$ cat config.mk
export PLATFORM = sky130hd
export DESIGN_NAME = serial_word_tx
export DESIGN_NICKNAME = d
export VERILOG_FILES = /design/src/rtl/serial_pkg.sv /design/src/rtl/serial_word_tx.sv
export SDC_FILE = /design/constraint.sdc
export NUM_CORES = 1
export LEC_CHECK = 0
export ABC_CLOCK_PERIOD_IN_PS = 1900
export BUFFER_PORTS_ARGS = -buffer_cell sky130_fd_sc_hd__clkbuf_2
export CELL_PAD_IN_SITES_DETAIL_PLACEMENT = 0
export CELL_PAD_IN_SITES_GLOBAL_PLACEMENT = 1
export CORE_AREA = 2 2 39 41
export DETAILED_ROUTE_END_ITERATION = 8
export DIE_AREA = 0 0 41 43
export GPL_TIMING_DRIVEN = 0
export PLACE_DENSITY = 0.61
export SLEW_MARGIN = 20
export SYNTH_ARGS = -nofsm -noshare
export SYNTH_HDL_FRONTEND = slang
export SYNTH_SLANG_ARGS = --single-unit
$ cat constraint.sdc
create_clock -name clk -period 1.9 [get_ports clk]
set_input_delay 0.285 -clock clk [delete_from_list [all_inputs] [get_ports clk]]
set_output_delay 0.285 -clock clk [all_outputs]
set_load 0.02 [all_outputs]
$ cat src/rtl/serial_pkg.sv
// Shared definitions for the serial word transmitter and the left-shift register stage it feeds.
package serial_pkg;

  localparam int WIDTH_DEFAULT = 4;

  typedef enum logic {
    IDLE  = 1'b0,
    SHIFT = 1'b1
  } state_e;

endpackage

$ cat src/rtl/serial_word_tx.sv
// Parallel-in/serial-out word transmitter: accepts a word on valid/ready and shifts it out MSB first,
// with a one-cycle last strobe on bit 0 and gapless streaming of back-to-back words.
module serial_word_tx
  import serial_pkg::*;
#(
  parameter int WIDTH = WIDTH_DEFAULT
) (
  input  logic             clk,
  input  logic             rst,
  input  logic [WIDTH-1:0] din,
  input  logic             din_valid,
  output logic             din_ready,
  output logic             sout,
  output logic             sout_valid,
  output logic             last,
  output logic             busy,
  output state_e           dbg_state
);

  localparam int CNT_W = (WIDTH > 1) ? $clog2(WIDTH) : 1;
  localparam logic [CNT_W-1:0] CNT_LOAD = CNT_W'(WIDTH - 1);

  // Handshake: a word transfers on a rising edge where din_valid && din_ready are both high;
  // din is sampled only on that edge and din_valid alone never changes state.

  state_e           state_q, state_d;
  logic [WIDTH-1:0] sreg_q, sreg_d;
  logic [CNT_W-1:0] cnt_q, cnt_d;
  logic             cnt_zero;
  logic             transfer;

  assign cnt_zero = (cnt_q == '0);

  // Ready is held low for as long as reset is asserted, not just until the next edge.
  assign din_ready = rst && ((state_q == IDLE) || cnt_zero);
  assign transfer  = din_valid && din_ready;

  always_ff @(posedge clk or negedge rst) begin
    if (!rst) begin
      state_q <= IDLE;
      sreg_q  <= '0;
      cnt_q   <= '0;
    end else begin
      state_q <= state_d;
      sreg_q  <= sreg_d;
      cnt_q   <= cnt_d;
    end
  end

  always_comb begin
    state_d = state_q;
    sreg_d  = sreg_q;
    cnt_d   = cnt_q;
    case (state_q)
      IDLE: begin
        if (transfer) begin
          sreg_d  = din;
          cnt_d   = CNT_LOAD;
          state_d = SHIFT;
        end
      end
      SHIFT: begin
        if (!cnt_zero) begin
          sreg_d = {sreg_q[WIDTH-2:0], 1'b0};
          cnt_d  = cnt_q - CNT_W'(1);
        end else if (transfer) begin
          sreg_d = din;
          cnt_d  = CNT_LOAD;
        end else begin
          sreg_d  = '0;
          state_d = IDLE;
        end
      end
      default: begin
        sreg_d  = '0;
        cnt_d   = '0;
        state_d = IDLE;
      end
    endcase
  end

  // Outputs depend on registered state only; IDLE forces the serial lane to zero.
  always_comb begin
    sout       = 1'b0;
    sout_valid = 1'b0;
    last       = 1'b0;
    busy       = 1'b0;
    if (state_q == SHIFT) begin
      sout       = sreg_q[WIDTH-1];
      sout_valid = 1'b1;
      last       = cnt_zero;
      busy       = 1'b1;
    end
  end

  assign dbg_state = state_q;

endmodule

==> impl_metrics.toml, run 1 <==
[outcome]
outcome = "complete, no violations"

[hold_path]
hp-class = "input port to register"
whs_path_depth = 3

[logic_synthesis]
syn_inst = 36
yosysWarnings = 0
synth_fp_nets = 43
synthesis.area_um2 = 388
ys_ff_latch = 7
synth_cell_types = 19
avgSynthCellArea_um2 = 10.8
yosysSeqAreaShare_pct = 45.2

[timing]
finalSetupViolations = 0
timing.fmax_mhz = 598
slew_headroom_pct = 84.9
slew_viol_final = 0
post-route-period-util_pct = 88.1
period_minus_slack_ns = 1.67
worst_pin_slew_ns = 0.227
rsz0062_at_grt = "no"
fin_tns_setup_ns = 0
finClkSkew_ns = 0.00136
hold_viol = 0

[critical_path]
start_kind = "input port"
critical_path_peak_fanout = 10
cp_slowest_cell = "dlygate4sd3_1"
cp_cell_sequence = "dlygate4sd3_1 > clkbuf_2 > and2_2 > clkbuf_2"
required_ns = 1.62
critPathMaxStageDelay_ns = 0.53
critPathCaptureType = "primary output"
cp_common_cell = "clkbuf_2"
r2r_cells = 3
cp_data_arrival_time_ns = 1.39
crit_type = "input port to primary output"

[clocking]
clk_latency_ns = 0.25
htreeDepth = 1
clkTransAtPathRegs_ns = 0.05
cts-root-buf = "clkbuf_4"
cts_tree = "yes"
cts_buffer_depth = 2
cts.sinks = 7
cts_buffers = 3

[power_and_ir_drop]
peakVddDrop_uv = 587
cellPowerDensity_nw_per_um2 = 1600
p_leak_nw = 0.248

[cells_and_area]
antenna_cells = 0
nets = 61
final_cell_mix = "12 x clkbuf_2, 7 x dfrtp_1, 4 x mux2i_1, 4 x o21ai_1"
layout_commonest_cell = "clkbuf_2"
fill_cells = 156
layout-drive-gt1-share_pct = 43.4
final_area_um2 = 504
synthToLayoutAreaGrowth_pct = 30.0

[floorplan]
row_count = 14
ios = 13
start_util_pct = 28.0
die-width_um = 41
dieArea_um2 = 1760
chipHeight_um = 43
core_region_area_um2 = 1380

[grt]
track_usage_pct = 11.0
antenna_found_initial = 0
grt_pass1_vias = 306
met3_usage_pct = 3.14
grt-busiest-layer = "met1"
grt_max_degree = 11
grt_first_pass_wirelength_um = 1260
grt_use_met1_pct = 15.1
gr-total-overflow = 0
grtUsageMet2_pct = 14.1

[detailed_routing]
viasPerCell = 4.80
wirelength_um = 725
num_vias = 331
routedWlPerCell_um = 10.5
drcViolationCount = 0
first_iter_violations = 1
ant_nets = 0
dr.pass1.iters = 2

[placement]
dp_hpwl_um = 570
gp_congestion = 0.650
placed_area_um2 = 468
portBuffers = 12

[job]
maxCapViolCount = 0
[metal layers]
layer  up-vias  routed length (um)
li1        165                   -
met1       156                 363
met2        10                 313
met3         0                  48
met4         0                   0
met5         -                   0
[through the flow]
step,hold slack [ns],util (%),cells,worst slack [ns],total power [mW]
4_1_cts,0.276,36.4,69,0.203,0.818
2_1_floorplan,-0.0106,-,36,0.567,0.567
3_5_place_dp,0.151,33.8,64,0.491,0.681
3_3_place_gp,0.155,33.8,64,0.483,0.678
6_report,0.281,36.4,69,0.227,0.807
5_1_grt,0.287,36.4,69,0.123,0.885
[final cells by class]
cell class | count | area, um2 | area share, %
Sequential cell | 7 | 175 | 34.7
Multi-Input combinational cell | 25 | 181 | 36.0
Buffer | 4 | 31.3 | 6.20
Tap cell | 16 | 20.0 | 3.97
Clock buffer | 4 | 26.3 | 5.21
Timing Repair Buffer | 13 | 70.1 | 13.9
[cells in the mapped netlist]
cell,count,area [um2]
buf_2,1,5.00
o21ai_1,4,20.0
buf_4,2,15.0
xor2_1,1,8.76
and2_4,1,8.76
o21a_1,1,7.51
nand3_1,1,5.00
nor2_2,1,6.26
and2_1,2,12.5
and2_2,1,7.51
a2bb2oi_1,1,8.76
buf_6,1,11.3
o21ai_0,1,5.00
nand2_1,2,7.51
a21oi_1,1,5.00
mux2i_1,4,40.0
a211oi_2,1,12.5
a32oi_1,3,26.3
dfrtp_1,7,175
[worst max-delay path: cells and delay by family]
| kind | cells | cell delay (ns) |
|---|---|---|
| buffers and inverters | 3 | 0.89 |
| and+or+nand+nor | 1 | 0.21 |
[cells by family (layout without fill, tap and decap cells)]
kind of cell,count (synthesis),in the layout,share of synthesized area [%]
DFF,7,7,45.2
muxes,4,4,10.3
xor gates and xnor gates,1,1,2.26
buffers and inverters,4,21,8.06
and+or+nand+nor,8,8,12.3
AOI/OAI and AO/OA,12,12,21.9
[state kept, by name, summed over array words and instances, names as in the netlist]
register and cells:
cnt_q 2, dbg_state 1, sreg_q 4
[worst paths after layout]
path | slack, ns | to | startpoint
min | 0.28 | sreg_q[0] | din[0]
max | 0.23 | din_ready | rst
min in group asynchronous | 0.42 | sreg_q[3] | rst
max in group asynchronous | 1.29 | cnt_q[1] | rst
min reg2reg | 0.50 | sreg_q[1] | sreg_q[0]
max reg2reg | 0.86 | sreg_q[3] | cnt_q[0]
[timing repair]
item	CTS	global route
hold endpoints to repair	7	0
buffers inserted	0	0
resized for setup	0	0
hold buffers	1	0
[where the power goes]
group	leakage, nW	switching, mW	internal, mW
logic	0.146	0.213	0.172
clock network	0.0150	0.0545	0.0801
registers	0.0875	0.0716	0.216
(Power assumes the default switching activity.)
==> run 2, diff against run 1 <==
- ABC_AREA: default -> 1
- PLACE_DENSITY: 0.61 -> 0.71
==> run 2 against run 1 <==
Clock skew rose by 0.0017 ns. Area after synthesis increased by 15%. Worst setup slack worse by 0.12 ns. Critical endpoint unchanged. Non-clock buffer count is 1 lower. Sequential power decreased by 7.6%. Combinational power grew 43%. First-iteration DRC count grew to 3.0 times the previous value. Utilization is 4.2 points higher. Critical path type unchanged. Largest power group unchanged.
==> impl_metrics.toml, run 2 <==
[outcome]
outcome = "complete, no violations"

[timing]
worst_pin_slew_ns = 0.308
post-route-period-util_pct = 94.2
finClkSkew_ns = 0.00310
fin_tns_setup_ns = 0
final.setup.worst_slack_ns = 0.109
finalSetupViolations = 0
hold_viol = 0
slew_viol_final = 0
slew_headroom_pct = 79.5
rsz0062_at_grt = "no"
period_minus_slack_ns = 1.79
timing.fmax_mhz = 558

[hold_path]
min_to = "sreg_q[0]"
whs_path_depth = 3
hp-start = "din[0]"
hp-class = "input port to register"

[critical_path]
critPathCaptureType = "primary output"
cp_cell_sequence = "dlygate4sd3_1 > clkbuf_2 > a21boi_0 > clkbuf_2"
crit_buf_inv = 3
cp_common_cell = "clkbuf_2"
critPathMaxStageDelay_ns = 0.52
cp_slowest_cell = "dlygate4sd3_1"
critical_path_peak_fanout = 13
r2r_start = "dbg_state"
start_kind = "input port"
r2r_end = "cnt_q[0]"
cp_data_arrival_time_ns = 1.51
cp_top_family = "buffers and inverters"
r2r_cells = 6
crit_type = "input port to primary output"
r2r_slack_ns = 0.78
required_ns = 1.62

[placement]
dp_hpwl_um = 623
portBuffers = 12
gp_congestion = 0.767
pre_cts_slack_ns = 0.640
placed_area_um2 = 526

[logic_synthesis]
yosys.cell_count.top_type = "nand2_1"
synthesis.area_um2 = 445
synth_fp_nets = 65
yosysSeqAreaShare_pct = 39.3
yosysWarnings = 0
synthArstFlopShare_pct = 100
yosys-top-cells-area = "dfrtp_1 39%, nand2_1 13%, inv_1 11%"
yosysTopAreaCellShare_pct = 39.3
ys_ff_latch = 7
yosys-top-cells-count = "16 x nand2_1, 13 x inv_1, 7 x dfrtp_1"
syn_inst = 58
synth_edf_count = 0
synth_cell_types = 15
synth_largest_area_cell = "dfrtp_1"
avgSynthCellArea_um2 = 7.68
synthFlopType = "dfrtp_1"

[grt]
grt_first_pass_wirelength_um = 1390
track_usage_pct = 12.4
antenna_found_initial = 0
gr-total-overflow = 0
grt_pass1_vias = 315
grt_max_degree = 14

[clocking]
cts_tree = "yes"
clkTransAtPathRegs_ns = 0.05
cts.sinks = 7
clk_latency_ns = 0.26
cts_buffer_depth = 2
cts-root-buf = "clkbuf_4"
post-cts-setup-buffer-count = 0
cts_buffers = 3
htreeDepth = 1

[floorplan]
ios = 13
core_region_area_um2 = 1380
row_count = 14
start_util_pct = 32.2
chipHeight_um = 43
die-width_um = 41
dieArea_um2 = 1760

[cells_and_area]
antenna_cells = 0
seqCellArea_um2 = 175
final_area_um2 = 562
multi_input_area_um2 = 188
largest_reg_flops = 4
layout-drive-gt1-share_pct = 36.0
final_cell_mix = "16 x nand2_1, 13 x inv_1, 12 x clkbuf_2, 7 x dfrtp_1"
layout_commonest_cell = "nand2_1"
largest_register = "sreg_q"
synthToLayoutAreaGrowth_pct = 26.1
fill_cells = 148
nets = 83

[power_and_ir_drop]
power.total_mw = 0.959
peakVddDrop_uv = 580
p_leak_nw = 0.343
cellPowerDensity_nw_per_um2 = 1710

[detailed_routing]
drcViolationCount = 0
routedWlPerCell_um = 9.42
viasPerCell = 4.16
num_vias = 379
wirelength_um = 857
ant_nets = 0
first_iter_violations = 3
dr.pass1.iters = 2

[job]
maxCapViolCount = 0
[run 2: timing repair]
item                      CTS  global route
hold buffers                1             0
resized for setup           0             0
hold endpoints to repair    7             0
[run 2: worst reg2reg max path, cell delays in order, from the launching register on]
cell,delay [ns]
dfrtp_1,0.41
buf_6,0.15
a21o_4,0.19
inv_2,0.09
nor2_1,0.05
nand2_1,0.06
nand2_1,0.05
[run 2: cells by family after synthesis]
group           after synthesis  share of synthesized area (%)
buf+inv                      18                           18.5
flops                         7                           39.3
compound gates                6                           12.1
simple gates                 27                           30.1
[run 2: how the worst max path moves through the flow]
stage	to	slack [ns]	startpoint	depth (start not counted)
final	din_ready	0.11	rst	4
after global placement	din_ready	0.64	rst	3
after detailed placement	din_ready	0.64	rst	3
after floorplan	din_ready	0.46	dbg_state	2
after global routing	din_ready	0.03	rst	4
after CTS	din_ready	0.10	rst	4
[run 2: report_power, final]
| part | total, mW | internal (mW) | switching, mW |
|---|---|---|---|
| registers | 0.266 | 0.220 | 0.0454 |
| logic | 0.552 | 0.218 | 0.335 |
| clock network | 0.141 | 0.0805 | 0.0605 |
| total | 0.959 | 0.519 | 0.440 |
[run 2: cell type report]
type / count / area share [%]
inverter: 15 / 10.0
clock buffer: 4 / 4.68
timing repair buffer: 13 / 12.5
tap: 16 / 3.56
buffer: 3 / 4.68
multi-input combinational: 33 / 33.4
sequential: 7 / 31.2
[run 2: layer usage]
| metal | track usage, % | share of wire [%] | up-vias |
|---|---|---|---|
| met1 | 17.2 | 51 | 153 |
| met4 | 10.0 | 3.0 | 0 |
| met5 | 0 | 0 | - |
| met3 | 4.71 | 3.9 | 4 |
| met2 | 14.7 | 42 | 9 |
| li1 | - | - | 213 |
[run 2: per-stage QoR]
stage / cells / util, % / hold slack (ns)
global route: 91 / 40.6 / 0.284
finish: 91 / 40.6 / 0.266
CTS: 91 / 40.6 / 0.275
detailed placement: 86 / 38.0 / 0.183
floorplan: 58 / - / -0.0106
global placement: 86 / 38.0 / 0.183
